===== src/rtl/ahb_bus_matrix_arbiter_rr_pkg.sv =====
// Shared types for the bus-matrix round-robin output-stage arbiter.
// Holds the HTRANS/HBURST encodings, the FSM state type and a burst-length helper.
package ahb_bus_matrix_pkg;

  typedef enum logic [1:0] {
    HT_IDLE   = 2'b00,
    HT_BUSY   = 2'b01,
    HT_NONSEQ = 2'b10,
    HT_SEQ    = 2'b11
  } htrans_e;

  typedef enum logic [2:0] {
    HB_SINGLE = 3'd0,
    HB_INCR   = 3'd1,
    HB_WRAP4  = 3'd2,
    HB_INCR4  = 3'd3,
    HB_WRAP8  = 3'd4,
    HB_INCR8  = 3'd5,
    HB_WRAP16 = 3'd6,
    HB_INCR16 = 3'd7
  } hburst_e;

  typedef enum logic [1:0] {
    ST_IDLE,
    ST_GRANT,
    ST_LOCKED,
    ST_BURST
  } arb_state_e;

  // Beats remaining after the first one; 0 for SINGLE and undefined INCR.
  function automatic logic [3:0] burst_beats_m1(
    input logic [2:0] hburst
  );
    logic [3:0] n;
    n = 4'd0;
    case (hburst)
      HB_WRAP4,  HB_INCR4:  n = 4'd3;
      HB_WRAP8,  HB_INCR8:  n = 4'd7;
      HB_WRAP16, HB_INCR16: n = 4'd15;
      default:              n = 4'd0;
    endcase
    return n;
  endfunction

endpackage


===== src/rtl/ahb_bus_matrix_arbiter_rr_if.sv =====
// Output-stage arbitration bundle: requests and granted-port controls in,
// address/data mux selects and one-hot ownership out.
// slave = arbiter side, master = input-stage / output-stage side.
interface ahb_bus_matrix_arbiter_rr_if #(
  parameter int NUM_PORTS  = 3,
  parameter int PORT_IDX_W = 2
) ();

  logic [NUM_PORTS-1:0]  req_port;
  logic                  HREADYM;
  logic [1:0]            HTRANSM;
  logic [2:0]            HBURSTM;
  logic                  HMASTLOCKM;
  logic [PORT_IDX_W-1:0] addr_in_port;
  logic                  no_port;
  logic [PORT_IDX_W-1:0] data_in_port;
  logic                  data_no_port;
  logic [NUM_PORTS-1:0]  active_port;

  modport slave (
    input  req_port, HREADYM, HTRANSM,
    input  HBURSTM, HMASTLOCKM,
    output addr_in_port, no_port,
    output data_in_port, data_no_port,
    output active_port
  );

  modport master (
    output req_port, HREADYM, HTRANSM,
    output HBURSTM, HMASTLOCKM,
    input  addr_in_port, no_port,
    input  data_in_port, data_no_port,
    input  active_port
  );

endinterface


===== src/rtl/ahb_bus_matrix_arbiter_rr_pick.sv =====
// Combinational rotating-priority encoder: search starts at last_grant+1.
// Ports: req, last_grant in; winner index and any_req out.
module ahb_bus_matrix_rr_pick #(
  parameter int NUM_PORTS  = 3,
  parameter int PORT_IDX_W = 2
) (
  input  logic [NUM_PORTS-1:0]  req,
  input  logic [PORT_IDX_W-1:0] last_grant,
  output logic [PORT_IDX_W-1:0] winner,
  output logic                  any_req
);

  int unsigned idx;

  // Walk from the farthest offset down so the nearest request wins;
  // offset NUM_PORTS is the previous owner, considered last.
  always_comb begin
    winner  = '0;
    any_req = 1'b0;
    idx     = 0;
    for (int i = NUM_PORTS; i >= 1; i--) begin
      idx = (int'(last_grant) + i) % NUM_PORTS;
      if (req[idx]) begin
        winner  = PORT_IDX_W'(idx);
        any_req = 1'b1;
      end
    end
  end

endmodule


===== src/rtl/ahb_bus_matrix_arbiter_rr.sv =====
// Round-robin arbiter for one bus-matrix output stage; holds through locks and
// (with AHB_BUS_MATRIX_BURST_HOLD_EN) fixed-length bursts. Ports: HCLK, HRESET, bus.
import ahb_bus_matrix_pkg::*;

module ahb_bus_matrix_arbiter_rr #(
  parameter int NUM_PORTS  = 3,
  parameter int PORT_IDX_W = 2
) (
  input logic                        HCLK,
  input logic                        HRESET,
  ahb_bus_matrix_arbiter_rr_if.slave bus
);

  logic [PORT_IDX_W-1:0] addr_in_port_q, addr_in_port_d;
  logic [PORT_IDX_W-1:0] data_in_port_q, data_in_port_d;
  logic [PORT_IDX_W-1:0] last_grant_q, last_grant_d;
  logic                  data_no_port_q, data_no_port_d;
  arb_state_e            state_q, state_d;

  logic [PORT_IDX_W-1:0] winner;
  logic                  any_req;
  logic                  no_port;
  logic                  lock_hold;
  logic                  burst_hold;
  logic [NUM_PORTS-1:0]  active;
  htrans_e               trans;

  assign trans     = htrans_e'(bus.HTRANSM);
  assign no_port   = (state_q == ST_IDLE);
  assign lock_hold = !no_port && bus.HMASTLOCKM
                     && (trans != HT_IDLE);

  ahb_bus_matrix_rr_pick #(
    .NUM_PORTS  (NUM_PORTS),
    .PORT_IDX_W (PORT_IDX_W)
  ) u_pick (
    .req        (bus.req_port),
    .last_grant (last_grant_q),
    .winner     (winner),
    .any_req    (any_req)
  );

`ifdef AHB_BUS_MATRIX_BURST_HOLD_EN
  logic [3:0] cnt_q, cnt_d, cnt_upd;

  // cnt_upd is what remains once the current beat completes; holding on
  // it (not cnt_q) keeps the NONSEQ beat and releases on the last SEQ.
  always_comb begin
    cnt_upd = 4'd0;
    if (!no_port) begin
      case (trans)
        HT_NONSEQ: cnt_upd = burst_beats_m1(bus.HBURSTM);
        HT_SEQ:    cnt_upd = (cnt_q != 4'd0) ? cnt_q - 4'd1 : 4'd0;
        HT_BUSY:   cnt_upd = cnt_q;
        default:   cnt_upd = 4'd0;
      endcase
    end
    cnt_d = bus.HREADYM ? cnt_upd : cnt_q;
  end

  assign burst_hold = !no_port && (trans != HT_IDLE)
                      && (cnt_upd != 4'd0);
`else
  assign burst_hold = 1'b0;
`endif

  always_comb begin
    addr_in_port_d = addr_in_port_q;
    data_in_port_d = data_in_port_q;
    data_no_port_d = data_no_port_q;
    last_grant_d   = last_grant_q;
    state_d        = state_q;
    if (bus.HREADYM) begin
      data_in_port_d = addr_in_port_q;
      data_no_port_d = no_port;
      if (lock_hold) begin
        state_d = ST_LOCKED;
      end else if (burst_hold) begin
        state_d = ST_BURST;
      end else if (any_req) begin
        addr_in_port_d = winner;
        last_grant_d   = winner;
        state_d        = ST_GRANT;
      end else begin
        state_d = ST_IDLE;
      end
    end
  end

  always_ff @(posedge HCLK or posedge HRESET) begin
    if (HRESET) begin
      addr_in_port_q <= '0;
      data_in_port_q <= '0;
      data_no_port_q <= 1'b1;
      last_grant_q   <= PORT_IDX_W'(NUM_PORTS - 1);
      state_q        <= ST_IDLE;
`ifdef AHB_BUS_MATRIX_BURST_HOLD_EN
      cnt_q          <= 4'd0;
`endif
    end else begin
      addr_in_port_q <= addr_in_port_d;
      data_in_port_q <= data_in_port_d;
      data_no_port_q <= data_no_port_d;
      last_grant_q   <= last_grant_d;
      state_q        <= state_d;
`ifdef AHB_BUS_MATRIX_BURST_HOLD_EN
      cnt_q          <= cnt_d;
`endif
    end
  end

  always_comb begin
    active = '0;
    for (int i = 0; i < NUM_PORTS; i++) begin
      active[i] = !no_port
                  && (addr_in_port_q == PORT_IDX_W'(i));
    end
  end

  assign bus.addr_in_port = addr_in_port_q;
  assign bus.no_port      = no_port;
  assign bus.data_in_port = data_in_port_q;
  assign bus.data_no_port = data_no_port_q;
  assign bus.active_port  = active;

endmodule

===== src/flat_wrapper.sv =====
// flat-port wrapper written by rule: the top's interface ports become plain ports
module ahb_bus_matrix_arbiter_rr_flat 
#(
  parameter int NUM_PORTS  = 3,
  parameter int PORT_IDX_W = 2
)
  (HCLK, HRESET, bus_req_port, bus_HREADYM, bus_HTRANSM, bus_HBURSTM, bus_HMASTLOCKM, bus_addr_in_port, bus_no_port, bus_data_in_port, bus_data_no_port, bus_active_port);
  ahb_bus_matrix_arbiter_rr_if #(.NUM_PORTS(NUM_PORTS), .PORT_IDX_W(PORT_IDX_W)) bus_i ();
  input logic HCLK;
  input logic HRESET;
  input wire logic [$bits(bus_i.req_port)-1:0] bus_req_port;
  input wire logic [$bits(bus_i.HREADYM)-1:0] bus_HREADYM;
  input wire logic [$bits(bus_i.HTRANSM)-1:0] bus_HTRANSM;
  input wire logic [$bits(bus_i.HBURSTM)-1:0] bus_HBURSTM;
  input wire logic [$bits(bus_i.HMASTLOCKM)-1:0] bus_HMASTLOCKM;
  output wire logic [$bits(bus_i.addr_in_port)-1:0] bus_addr_in_port;
  output wire logic [$bits(bus_i.no_port)-1:0] bus_no_port;
  output wire logic [$bits(bus_i.data_in_port)-1:0] bus_data_in_port;
  output wire logic [$bits(bus_i.data_no_port)-1:0] bus_data_no_port;
  output wire logic [$bits(bus_i.active_port)-1:0] bus_active_port;
  assign bus_i.req_port = bus_req_port;
  assign bus_i.HREADYM = bus_HREADYM;
  assign bus_i.HTRANSM = bus_HTRANSM;
  assign bus_i.HBURSTM = bus_HBURSTM;
  assign bus_i.HMASTLOCKM = bus_HMASTLOCKM;
  assign bus_addr_in_port = bus_i.addr_in_port;
  assign bus_no_port = bus_i.no_port;
  assign bus_data_in_port = bus_i.data_in_port;
  assign bus_data_no_port = bus_i.data_no_port;
  assign bus_active_port = bus_i.active_port;
  ahb_bus_matrix_arbiter_rr #(.NUM_PORTS(NUM_PORTS), .PORT_IDX_W(PORT_IDX_W)) u_core (.HCLK(HCLK), .HRESET(HRESET), .bus(bus_i));
endmodule

===== config.mk =====
export PLATFORM = sky130hd
export DESIGN_NAME = ahb_bus_matrix_arbiter_rr_flat
export DESIGN_NICKNAME = d
export VERILOG_FILES = /design/src/rtl/ahb_bus_matrix_arbiter_rr_pkg.sv /design/src/rtl/ahb_bus_matrix_arbiter_rr_if.sv /design/src/rtl/ahb_bus_matrix_arbiter_rr_pick.sv /design/src/rtl/ahb_bus_matrix_arbiter_rr.sv /design/src/flat_wrapper.sv
export SDC_FILE = /design/constraint.sdc
export NUM_CORES = 1
export LEC_CHECK = 0
export ABC_AREA = 1
export CAP_MARGIN = 20
export CORE_MARGIN = 2
export CORE_UTILIZATION = 36
export CTS_CLUSTER_SIZE = 24
export DETAILED_ROUTE_END_ITERATION = 10
export GPL_TIMING_DRIVEN = 0
export PLACE_DENSITY = 0.66
export RECOVER_POWER = 50
export SLEW_MARGIN = 15
export SYNTH_ARGS = -nofsm -noshare
export SYNTH_HDL_FRONTEND = slang
export SYNTH_HIERARCHICAL = 1
export SYNTH_SLANG_ARGS = --single-unit

===== constraint.sdc =====
create_clock -name HCLK -period 2.1 [get_ports HCLK]
set_input_delay 0.42 -clock HCLK [delete_from_list [all_inputs] [get_ports HCLK]]
set_output_delay 0.42 -clock HCLK [all_outputs]
set_load 0.01 [all_outputs]

After elaboration in Yosys (flattened, before gate mapping)
Cells that the tools add are included.
- add/sub/neg operators: 3
- div/mod/pow operators: 3
- order comparisons: 3
- eq/ne operators: 2
- mux-type cells: 14
- bitwise operators: 1
- reduce and logical (&&, ||, !) cells: 10
- operator list (cell ; count):
    $lt A32 B3 Y1 const B ; 3
    $mod A32 B3 Y32 const B ; 3
    $mux W2 ; 4
    $mux W1 ; 7
    $add A2 B2 Y3 const B ; 2
    $bmux W1 S2 ; 3
    $logic_and A1 B1 Y1 ; 5
    $logic_not A2 Y1 ; 2
    $add A2 B1 Y3 const B ; 1
    $reduce_and A3 Y1 ; 1
    $eq A2 B1 Y1 const B ; 1
    $eq A2 B2 Y1 const B ; 1
    $reduce_bool A2 Y1 ; 1
    $logic_not A1 Y1 ; 1
    $not A1 Y1 ; 1
- register bits: 9
- bits of input ports: 12
- output and inout bits: 9
- word-level logic and storage cells: 41

Depth between registers and ports, before layout
- depth after elaboration: 9
- mapped depth: 11
- depth with buffers taken out: 11

Cells and area by module
Netlist, hierarchy kept.
- modules (own cells, without submodules) (module ; times used ; cells an instance ; area an instance (sq um)):
    ahb_bus_matrix_arbiter_rr ; 1 ; 42 ; 371.6
    ahb_bus_matrix_rr_pick ; 1 ; 41 ; 217.7

Worst setup path before layout
No wires, ideal clock.
- path type: reg2reg
- start point: register, netlist name u_core/bus.addr_in_port[0]
- end point: register u_core.addr_in_port_q[1], in the netlist u_core/bus.addr_in_port[1]
- arrival: 1.538 ns
- slack: 0.444 ns
- stages on the path, launching flop included: 9
- path buffers: 0
- clock period less this slack: 1.656 ns
- cell sequence: dfrtp_1 > inv_1 > ha_1 > nor3_1 > a21oi_2 > nand3b_1 > nand3_2 > nand2_1 > nand2_1
- RTL lines (element ; RTL line ; RTL):
    to (signal assigned) ; ahb_bus_matrix_arbiter_rr.sv:101 ; addr_in_port_q <= addr_in_port_d;
    to (decl) ; ahb_bus_matrix_arbiter_rr.sv:14 ; logic [PORT_IDX_W-1:0] addr_in_port_q, addr_in_port_d;

Worst setup path after layout
- start point: register u_core.addr_in_port_q[0], in the netlist u_core/bus.addr_in_port[0]
- end point: output port bus_active_port[1]
- cells in the longest elaborated chain, start to end: 2
- ends and longest elaborated chain (element ; RTL line ; RTL):
    $eq A2 B1 Y1 ; ahb_bus_matrix_arbiter_rr.sv:116 ; && (addr_in_port_q == PORT_IDX_W'(i));
    $logic_and A1 B1 Y1 ; ahb_bus_matrix_arbiter_rr.sv:116 ;
    to (decl) ; flat_wrapper.sv:20 ; output wire logic [$bits(bus_i.active_port)-1:0] bus_active_port;
Every way passes these cells.

==> results.sh <==
export IMPL_rsz0062_at_grt="no"
export IMPL_drt_total_wl_um=1170
export IMPL_worstPathMaxFanout=8
export IMPL_core_sq_um=1520
export IMPL_drc=0
export IMPL_syn_area_per_cell_sq_um=7.10
export IMPL_rows=14
export IMPL_via_per_inst=4.61
export IMPL_cts_sinks=8
export IMPL_grt_pass1_vias=476
export IMPL_io_pins=21
export IMPL_grt_overflow=0
export IMPL_insertedDiodeCount=0
export IMPL_die_area_sq_um=1980
export IMPL_power_share_sequential_pct=28.4
export IMPL_path_clk_slew_ps=50
export IMPL_hold_buffers=0
export IMPL_routabilityCongestion=0.835
export IMPL_cts_made_buffers=3
export IMPL_drive_above_1_share_pct=11.7
export IMPL_start_util_pct=38.7
export IMPL_syn_inst=83
export IMPL_crit_required_ps=1680
export IMPL_hold_path_class="reg -> reg"
export IMPL_p_per_area_nw_per_um2=1150
export IMPL_ir_worst_vdd_v=0.000513
export IMPL_setup_viol=0
export IMPL_dr_pass1_iters=4
export IMPL_cp_arrival_ps=1550
export IMPL_clock_skew_final_ps=3.54
export IMPL_worstSetupStartpointType="flop"
export IMPL_antenna_found_initial=0
export IMPL_clock_latency_ps=250
export IMPL_fmax_mhz=507
export IMPL_setup_tns_final_ps=0
export IMPL_max_slew_margin_pct=79.4
export IMPL_synth_area_sq_um=589
export IMPL_setup_slack_ps=129
export IMPL_finalMaxSlewViolations=0
export IMPL_outcome="complete, no violations"
export IMPL_clock_path_buffers=2
export IMPL_grt_usage_pct=13.7
export IMPL_place_hpwl_um=922
export IMPL_drt_iter0_drc=9
export IMPL_fillers=152
export IMPL_yosys_cell_types_count=17
export IMPL_ant_nets=0
export IMPL_cts_htree_levels=1
export IMPL_period_share_pct=93.9
export IMPL_max_cap_viol_count=0
export IMPL_grt_start_max_net_pins=9
export IMPL_cts_tree="built"
export IMPL_p_switching_mw=0.383
export IMPL_critPathCaptureType="primary output"
export IMPL_power_total_mw=0.924
export IMPL_ys_seq_elements=8
export IMPL_synth_nets=99
export IMPL_leakage_nw=0.407
export IMPL_post_cts_resized=0
export IMPL_die_h_um=44.5
export IMPL_hold_viol=0
export IMPL_swShare_pct=41.4
export IMPL_p_int_mw=0.541
export IMPL_area_delta_synth_final_pct=36.1
export IMPL_nNetsFinal=121
export IMPL_die_x_um=44.5
export IMPL_fin_crit_ps=1970
export IMPL_grt_first_pass_wirelength_um=2010
export IMPL_io_buffers=17
export IMPL_power_frac_comb_pct=58.9
export IMPL_routedWlPerCell_um=9.83
export IMPL_clockPowerShare_pct=12.8
export IMPL_yosys_warnings=6
export IMPL_ys_seq_area_share_pct=34.4
export IMPL_worst_pin_slew_ps=308
export IMPL_dp_slack_ps=252
export IMPL_vias=548
export IMPL_root_buffer="clkbuf_4"
export IMPL_worstSetupPathType="reg -> out"
export IMPL_cts_setup_buffers=0
export IMPL_hold_slack_ps=481
-- sequential cells by signal (all words and copies together), names as in the netlist --
register and flops:
u_core/bus.data_no_port 1, u_core/state_q 2, u_core/bus.data_in_port 2, u_core/bus.addr_in_port 2, u_core/last_grant_q 1
-- cells in the final DEF (no fill, tap or decap) --
master,count
dfrtp_1,6
buf_4,1
a21oi_2,1
nand3b_1,1
inv_1,19
o21ai_0,7
nand3_1,5
o21ai_1,2
nand3_2,2
nand3_4,1
clkbuf_4,3
clkdlybuf4s50_1,15
ha_1,4
nand2_2,1
dlygate4sd3_1,2
nand2_1,23
dfstp_2,2
nor3_1,5
nand4_1,2
inv_2,1
-- per-layer routing --
| metal | vias up | routed length (um) | GRT usage, % |
|---|---|---|---|
| li1 | 301 | - | - |
| met4 | 0 | 0 | 5.45 |
| met3 | 0 | 58 | 1.63 |
| met2 | 16 | 524 | 20.9 |
| met1 | 231 | 587 | 19.6 |
| met5 | - | 0 | 0 |
-- final timing paths --
check                                            from                          to  slack (ps)  depth (start not counted)
min in group asynchronous                      HRESET  u_core/bus.data_in_port[1]         560                          2
min reg2reg                u_core/bus.data_in_port[0]  u_core/bus.data_in_port[0]         480                          2
max                        u_core/bus.addr_in_port[0]          bus_active_port[1]         130                          3
max in group asynchronous                      HRESET      u_core/last_grant_q[1]        1260                          2
max reg2reg                u_core/bus.addr_in_port[0]  u_core/bus.addr_in_port[0]         210                          8
min                        u_core/bus.data_in_port[0]  u_core/bus.data_in_port[0]         480                          2
-- cell type report --
cell class	count	area [sq um]	area share, %
multi-input cells	54	304	37.9
well taps	16	20.0	2.50
inverters	20	75.1	9.36
plain buffers	1	7.51	0.936
clock buffers	3	22.5	2.81
flip-flops and latches	8	203	25.3
repair buffers	17	170	21.2
-- worst max-delay path, stage by stage (launching register included) --
cell	delay, ps
dfrtp_1	480
inv_1	80
nor3_1	180
clkdlybuf4s50_1	560
-- power groups by stage --
| stage | combinational, mW | sequential, mW | clock [mW] |
|---|---|---|---|
| 3_3_place_gp | 0.539 | 0.263 | 0 |
| 3_5_place_dp | 0.545 | 0.266 | 0 |
| 5_1_grt | 0.613 | 0.272 | 0.128 |
| 6_report | 0.544 | 0.262 | 0.118 |
| 2_1_floorplan | 0.337 | 0.269 | 0 |
| 4_1_cts | 0.548 | 0.263 | 0.120 |
-- metrics by stage --
step,utilization (%),instance area (sq um),instances
6_report,52.6,802,119
5_1_grt,52.6,802,119
4_1_cts,52.6,802,119
3_5_place_dp,51.1,779,116
3_3_place_gp,51.1,779,116
2_1_floorplan,-,589,83
-- cell usage after synthesis (all sizes together) --
library cell	number	area share, %
nand2	24	16
dfstp	2	8.9
ha	4	8.5
buf	1	1.3
nand4	2	2.1
nand3b	1	1.3
inv	20	13
nor3	5	4.2
dfrtp	6	25
o21ai	9	7.6
a21oi	1	1.5
nand3	8	11
-- cell families (layout without fill, tap and decap cells) --
family	count (synthesis)	after routing	share of synthesized area, %
and+or+nand+nor	40	40	34.0
buffers and inverters	21	41	14.0
AOI/OAI and AO/OA	10	10	9.13
DFF	8	8	34.4
adders and majority gates	4	4	8.49
(Power assumes the default switching activity.)
